[src/rtl/axi_ram_arbiter.sv]
// Two-master to one-slave arbiter for a DDR RAM port with merged read/write address channel.
// Serves one whole transaction at a time and picks between simultaneous requests round-robin.
module axi_ram_arbiter #(
    parameter int unsigned ADDR_W = 28,
    parameter int unsigned DATA_W = 32
) (
    input  logic                  clk,
    input  logic                  reset,

    // master 0
    input  logic                  m0_arw_valid,
    output logic                  m0_arw_ready,
    input  logic [ADDR_W-1:0]     m0_arw_addr,
    input  logic [7:0]            m0_arw_len,
    input  logic                  m0_arw_write,
    input  logic                  m0_w_valid,
    output logic                  m0_w_ready,
    input  logic [DATA_W-1:0]     m0_w_data,
    input  logic [DATA_W/8-1:0]   m0_w_strb,
    input  logic                  m0_w_last,
    output logic                  m0_b_valid,
    input  logic                  m0_b_ready,
    output logic                  m0_r_valid,
    input  logic                  m0_r_ready,
    output logic [DATA_W-1:0]     m0_r_data,
    output logic                  m0_r_last,

    // master 1
    input  logic                  m1_arw_valid,
    output logic                  m1_arw_ready,
    input  logic [ADDR_W-1:0]     m1_arw_addr,
    input  logic [7:0]            m1_arw_len,
    input  logic                  m1_arw_write,
    input  logic                  m1_w_valid,
    output logic                  m1_w_ready,
    input  logic [DATA_W-1:0]     m1_w_data,
    input  logic [DATA_W/8-1:0]   m1_w_strb,
    input  logic                  m1_w_last,
    output logic                  m1_b_valid,
    input  logic                  m1_b_ready,
    output logic                  m1_r_valid,
    input  logic                  m1_r_ready,
    output logic [DATA_W-1:0]     m1_r_data,
    output logic                  m1_r_last,

    // slave (DDR controller)
    output logic                  s_arw_valid,
    input  logic                  s_arw_ready,
    output logic [ADDR_W-1:0]     s_arw_addr,
    output logic [7:0]            s_arw_len,
    output logic                  s_arw_write,
    output logic                  s_w_valid,
    input  logic                  s_w_ready,
    output logic [DATA_W-1:0]     s_w_data,
    output logic [DATA_W/8-1:0]   s_w_strb,
    output logic                  s_w_last,
    input  logic                  s_b_valid,
    output logic                  s_b_ready,
    input  logic                  s_r_valid,
    output logic                  s_r_ready,
    input  logic [DATA_W-1:0]     s_r_data,
    input  logic                  s_r_last
);

    localparam int unsigned STRB_W = DATA_W / 8;

    typedef enum logic [2:0] {
        IDLE  = 3'd0,
        ADDR  = 3'd1,
        WDATA = 3'd2,
        WRESP = 3'd3,
        RDATA = 3'd4
    } state_t;

    state_t state, state_nxt;
    logic   g, g_nxt;
    logic   last_grant, last_grant_nxt;
    logic   win;

    logic                mg_arw_valid;
    logic [ADDR_W-1:0]   mg_arw_addr;
    logic [7:0]          mg_arw_len;
    logic                mg_arw_write;
    logic                mg_w_valid;
    logic [DATA_W-1:0]   mg_w_data;
    logic [STRB_W-1:0]   mg_w_strb;
    logic                mg_w_last;
    logic                mg_b_ready;
    logic                mg_r_ready;

    // Granted-master view of the request-side signals
    always_comb begin
        mg_arw_valid = g ? m1_arw_valid : m0_arw_valid;
        mg_arw_addr  = g ? m1_arw_addr  : m0_arw_addr;
        mg_arw_len   = g ? m1_arw_len   : m0_arw_len;
        mg_arw_write = g ? m1_arw_write : m0_arw_write;
        mg_w_valid   = g ? m1_w_valid   : m0_w_valid;
        mg_w_data    = g ? m1_w_data    : m0_w_data;
        mg_w_strb    = g ? m1_w_strb    : m0_w_strb;
        mg_w_last    = g ? m1_w_last    : m0_w_last;
        mg_b_ready   = g ? m1_b_ready   : m0_b_ready;
        mg_r_ready   = g ? m1_r_ready   : m0_r_ready;
    end

    // Round-robin pick: on a tie the master that did not go last wins
    always_comb begin
        if (m0_arw_valid && m1_arw_valid) begin
            win = ~last_grant;
        end else begin
            win = m1_arw_valid;
        end
    end

    // Payloads are passed straight through; only the valid/ready pairs are gated by state
    assign s_arw_addr  = mg_arw_addr;
    assign s_arw_len   = mg_arw_len;
    assign s_arw_write = mg_arw_write;
    assign s_w_data    = mg_w_data;
    assign s_w_strb    = mg_w_strb;
    assign s_w_last    = mg_w_last;
    assign m0_r_data   = s_r_data;
    assign m1_r_data   = s_r_data;
    assign m0_r_last   = s_r_last;
    assign m1_r_last   = s_r_last;

    // State register
    always_ff @(posedge clk) begin
        if (reset) begin
            state      <= IDLE;
            g          <= 1'b0;
            last_grant <= 1'b1;
        end else begin
            state      <= state_nxt;
            g          <= g_nxt;
            last_grant <= last_grant_nxt;
        end
    end

    // Next-state logic
    always_comb begin
        state_nxt      = state;
        g_nxt          = g;
        last_grant_nxt = last_grant;
        case (state)
            IDLE: begin
                if (m0_arw_valid || m1_arw_valid) begin
                    state_nxt = ADDR;
                    g_nxt     = win;
                end
            end
            ADDR: begin
                if (mg_arw_valid && s_arw_ready) begin
                    state_nxt = mg_arw_write ? WDATA : RDATA;
                end
            end
            WDATA: begin
                if (mg_w_valid && s_w_ready && mg_w_last) begin
                    state_nxt = WRESP;
                end
            end
            WRESP: begin
                if (s_b_valid && mg_b_ready) begin
                    state_nxt      = IDLE;
                    last_grant_nxt = g;
                end
            end
            RDATA: begin
                if (s_r_valid && mg_r_ready && s_r_last) begin
                    state_nxt      = IDLE;
                    last_grant_nxt = g;
                end
            end
            default: state_nxt = IDLE;
        endcase
    end

    // Handshake routing; the non-granted master never sees a ready or valid
    always_comb begin
        m0_arw_ready = 1'b0;
        m1_arw_ready = 1'b0;
        m0_w_ready   = 1'b0;
        m1_w_ready   = 1'b0;
        m0_b_valid   = 1'b0;
        m1_b_valid   = 1'b0;
        m0_r_valid   = 1'b0;
        m1_r_valid   = 1'b0;
        s_arw_valid  = 1'b0;
        s_w_valid    = 1'b0;
        s_b_ready    = 1'b0;
        s_r_ready    = 1'b0;
        case (state)
            ADDR: begin
                s_arw_valid  = mg_arw_valid;
                m0_arw_ready = ~g & s_arw_ready;
                m1_arw_ready =  g & s_arw_ready;
            end
            WDATA: begin
                s_w_valid  = mg_w_valid;
                m0_w_ready = ~g & s_w_ready;
                m1_w_ready =  g & s_w_ready;
            end
            WRESP: begin
                s_b_ready  = mg_b_ready;
                m0_b_valid = ~g & s_b_valid;
                m1_b_valid =  g & s_b_valid;
            end
            RDATA: begin
                s_r_ready  = mg_r_ready;
                m0_r_valid = ~g & s_r_valid;
                m1_r_valid =  g & s_r_valid;
            end
            default: ;
        endcase
    end

endmodule

[config.mk]
export PLATFORM = sky130hd
export DESIGN_NAME = axi_ram_arbiter
export DESIGN_NICKNAME = d
export VERILOG_FILES = /design/src/rtl/axi_ram_arbiter.sv
export SDC_FILE = /design/constraint.sdc
export NUM_CORES = 1
export LEC_CHECK = 0
export ABC_AREA = 0
export CORE_AREA = 4 4 132 134
export DETAILED_ROUTE_END_ITERATION = 7
export DIE_AREA = 0 0 136 138
export HOLD_SLACK_MARGIN = 0.12
export PLACE_DENSITY = 0.51
export SLEW_MARGIN = 30
export SYNTH_ARGS = -nofsm -noshare
export SYNTH_HDL_FRONTEND = slang
export SYNTH_SLANG_ARGS = --single-unit
[constraint.sdc]
create_clock -name clk -period 2.8 [get_ports clk]
set_input_delay 0.42 -clock clk [delete_from_list [all_inputs] [get_ports clk]]
set_output_delay 0.42 -clock clk [all_outputs]
set_load 0.05 [all_outputs]
==> results <==
-- path summary, 6_finish.rpt --
check	start	end	slack, ns	cells past startpoint
max reg2reg	g	last_grant	0.93	5
min	last_grant	g	0.59	3
min reg2reg	last_grant	g	0.59	3
max	g	s_w_strb[0]	0.18	3
-- metal layers --
layer  GRT usage [%]  up-vias
met4            2.71        0
met3            4.18       30
met2            22.4      120
met5               0        -
li1                -     1078
met1            10.3     1043
-- registers in the layout, indices dropped and copies added (netlist names) --
signal	count
state	3
g	1
last_grant	1
-- layout make-up --
class                           instances  area share [%]
Clock buffer                            4            1.85
Inverter                                6           0.529
Multi-Input combinational cell        131            28.7
Sequential cell                         5            2.44
Tap cell                              220            6.46
Timing Repair Buffer                  257            60.0
-- stage by stage --
step / hold slack (ns) / cell area [sq um] / instances / util (%) / setup slack [ns]
floorplan: 0.492 / 1920 / 221 / - / 0.0814
global placement: 0.573 / 4180 / 619 / 25.7 / 0.393
detailed placement: 0.588 / 4180 / 619 / 25.7 / 0.395
CTS: 0.592 / 4260 / 623 / 26.1 / 0.149
global route: 0.636 / 4260 / 623 / 26.1 / 0.102
finish: 0.586 / 4260 / 623 / 26.1 / 0.176
-- power by group --
part	switching [mW]	total [mW]	internal, mW	leakage (nW)
registers	0.0430	0.131	0.0879	0.0416
logic	0.880	1.53	0.654	1.51
clock network	0.0502	0.239	0.189	0.0382
total	0.973	1.90	0.931	1.59
-- cell families (layout without fill, tap and decap cells) --
group | count (synthesis) | after routing | synth area share [%]
AO/OA/AOI/OAI | 19 | 19 | 6.99
buffers and inverters | 85 | 267 | 30.9
flip-flops | 5 | 5 | 5.23
multiplexers | 79 | 79 | 46.6
AND/OR/NAND/NOR | 33 | 33 | 10.3
-- worst max-delay path, cell delays in order (launching register included) --
cell,delay (ns)
dfxtp_4,0.59
buf_4,0.28
mux2_1,0.35
clkdlybuf4s50_1,0.73
-- cells in the mapped netlist --
| master | number | share of area, % |
|---|---|---|
| inv_1 | 5 | 0.98 |
| a21o_1 | 3 | 1.2 |
| nor2b_1 | 2 | 0.65 |
| nor3_1 | 3 | 0.78 |
| mux2_4 | 2 | 1.6 |
| nor4_1 | 1 | 0.33 |
| a31oi_1 | 1 | 0.33 |
| buf_6 | 1 | 0.59 |
| a21oi_1 | 2 | 0.52 |
| mux2i_1 | 4 | 2.1 |
| nand3_1 | 2 | 0.52 |
| and3_1 | 6 | 2.0 |
| a211oi_2 | 1 | 0.65 |
| inv_2 | 1 | 0.20 |
| nor3b_2 | 2 | 1.3 |
| dfxtp_1 | 5 | 5.2 |
| buf_2 | 11 | 2.9 |
| mux2_1 | 73 | 43 |
| nand2_1 | 4 | 0.78 |
| nand2b_1 | 1 | 0.33 |
| o21a_1 | 1 | 0.39 |
| nor2_1 | 6 | 1.2 |
| o21ai_1 | 4 | 1.0 |
| a2111oi_0 | 1 | 0.46 |
| o21ai_0 | 2 | 0.52 |
| nand2b_4 | 1 | 0.72 |
| o211a_1 | 1 | 0.52 |
| nand4_1 | 3 | 0.98 |
| nand3b_1 | 2 | 0.78 |
| buf_4 | 67 | 26 |
| a32oi_1 | 2 | 0.91 |
| a31o_1 | 1 | 0.46 |
==> results_dict.tcl <==
set metrics [dict create \
    status "completed" \
    syn-cell-area_sq_um 1920 \
    synthesis.nets 416 \
    worstPathArrival_ns 2.20 \
    drc 0 \
    drv_slew 0 \
    tightest_slew_ns 0.560 \
    final_common_cell "clkdlybuf4s50_1" \
    top_layer_used "met4" \
    crit_fanout 27 \
    cts_buffers 3 \
    tns_ns 0 \
    grt_usage_pct 11.2 \
    grt_pass1_vias 2427 \
    cp-start-kind "flop" \
    overflow 0 \
    syn2layout_area_growth_pct 122 \
    ios 347 \
    grt_setup_unrepaired "no" \
    ant_nets 0 \
    met3_length_um 1260 \
    finClkSkew_ns 0.000560 \
    clk_latency_ns 0.23 \
    cts_sinks 5 \
    finish.net_count 599 \
    avgSynthCellArea_sq_um 8.67 \
    cts-resized-gates 0 \
    period_needed_ns 2.62 \
    cts_tree "yes" \
    setup_viol 0 \
    mostFrequentLayoutCells "clkdlybuf4s50_1, mux2_1, buf_4" \
    avgRoutedWirePerCell_um 18.6 \
    rows 47 \
    io_buffers 250 \
    drtPass1Iterations 4 \
    die_w_um 136 \
    nFillCells 1739 \
    wl_met2_um 6350 \
    grt_max_degree 28 \
    critPathRequiredTime_ns 2.38 \
    multi_input_comb_area_sq_um 1220 \
    drtIter0Drc 77 \
    core-area_sq_um 16300 \
    cap_violations 0 \
    ys_ff_latch 5 \
    clk_pin_slew_worst_paths_ns 0.03 \
    fin_total_pwr_mw 1.90 \
    p_per_area_nw_per_um2 447 \
    vias 2271 \
    drive_gt1_share_pct 6.95 \
    critPathKind "flop to primary output" \
    htree_levels 1 \
    syn_inst 221 \
    antenna_found_initial 0 \
    dieArea_sq_um 18800 \
    yosysWarningCount 0 \
    irDropWorstVdd_v 0.000145 \
    slew_headroom_pct 62.6 \
    dpl.hpwl_um 10200 \
    fmax_ghz 0.381 \
    wirelength_um 11600 \
    grt_pass1_wl_um 15800 \
    clockRootBuffer "clkbuf_16" \
    hold_viol 0 \
    min_path_type "flop to flop" \
    initial_core_util_pct 11.8 \
    wl_met1_um 3750 \
    power_leakage_nw 1.59 \
    post-route-period-util_pct 93.7 \
    post-cts-setup-buffers 0 \
    synth_cell_type_count 32 \
    viasPerCell 3.65 \
    final-seq-area_sq_um 104 \
    end_kind "primary output" \
    place_congestion 0.760 \
    num_antenna_cells 0 \
    clockBufferDepth 2 \
    ys_seq_area_share_pct 5.23 \
    ctsHoldBuffers 0 \
    die_h_um 138 \
]
Note: power is estimated with default switching activity, not from simulation.
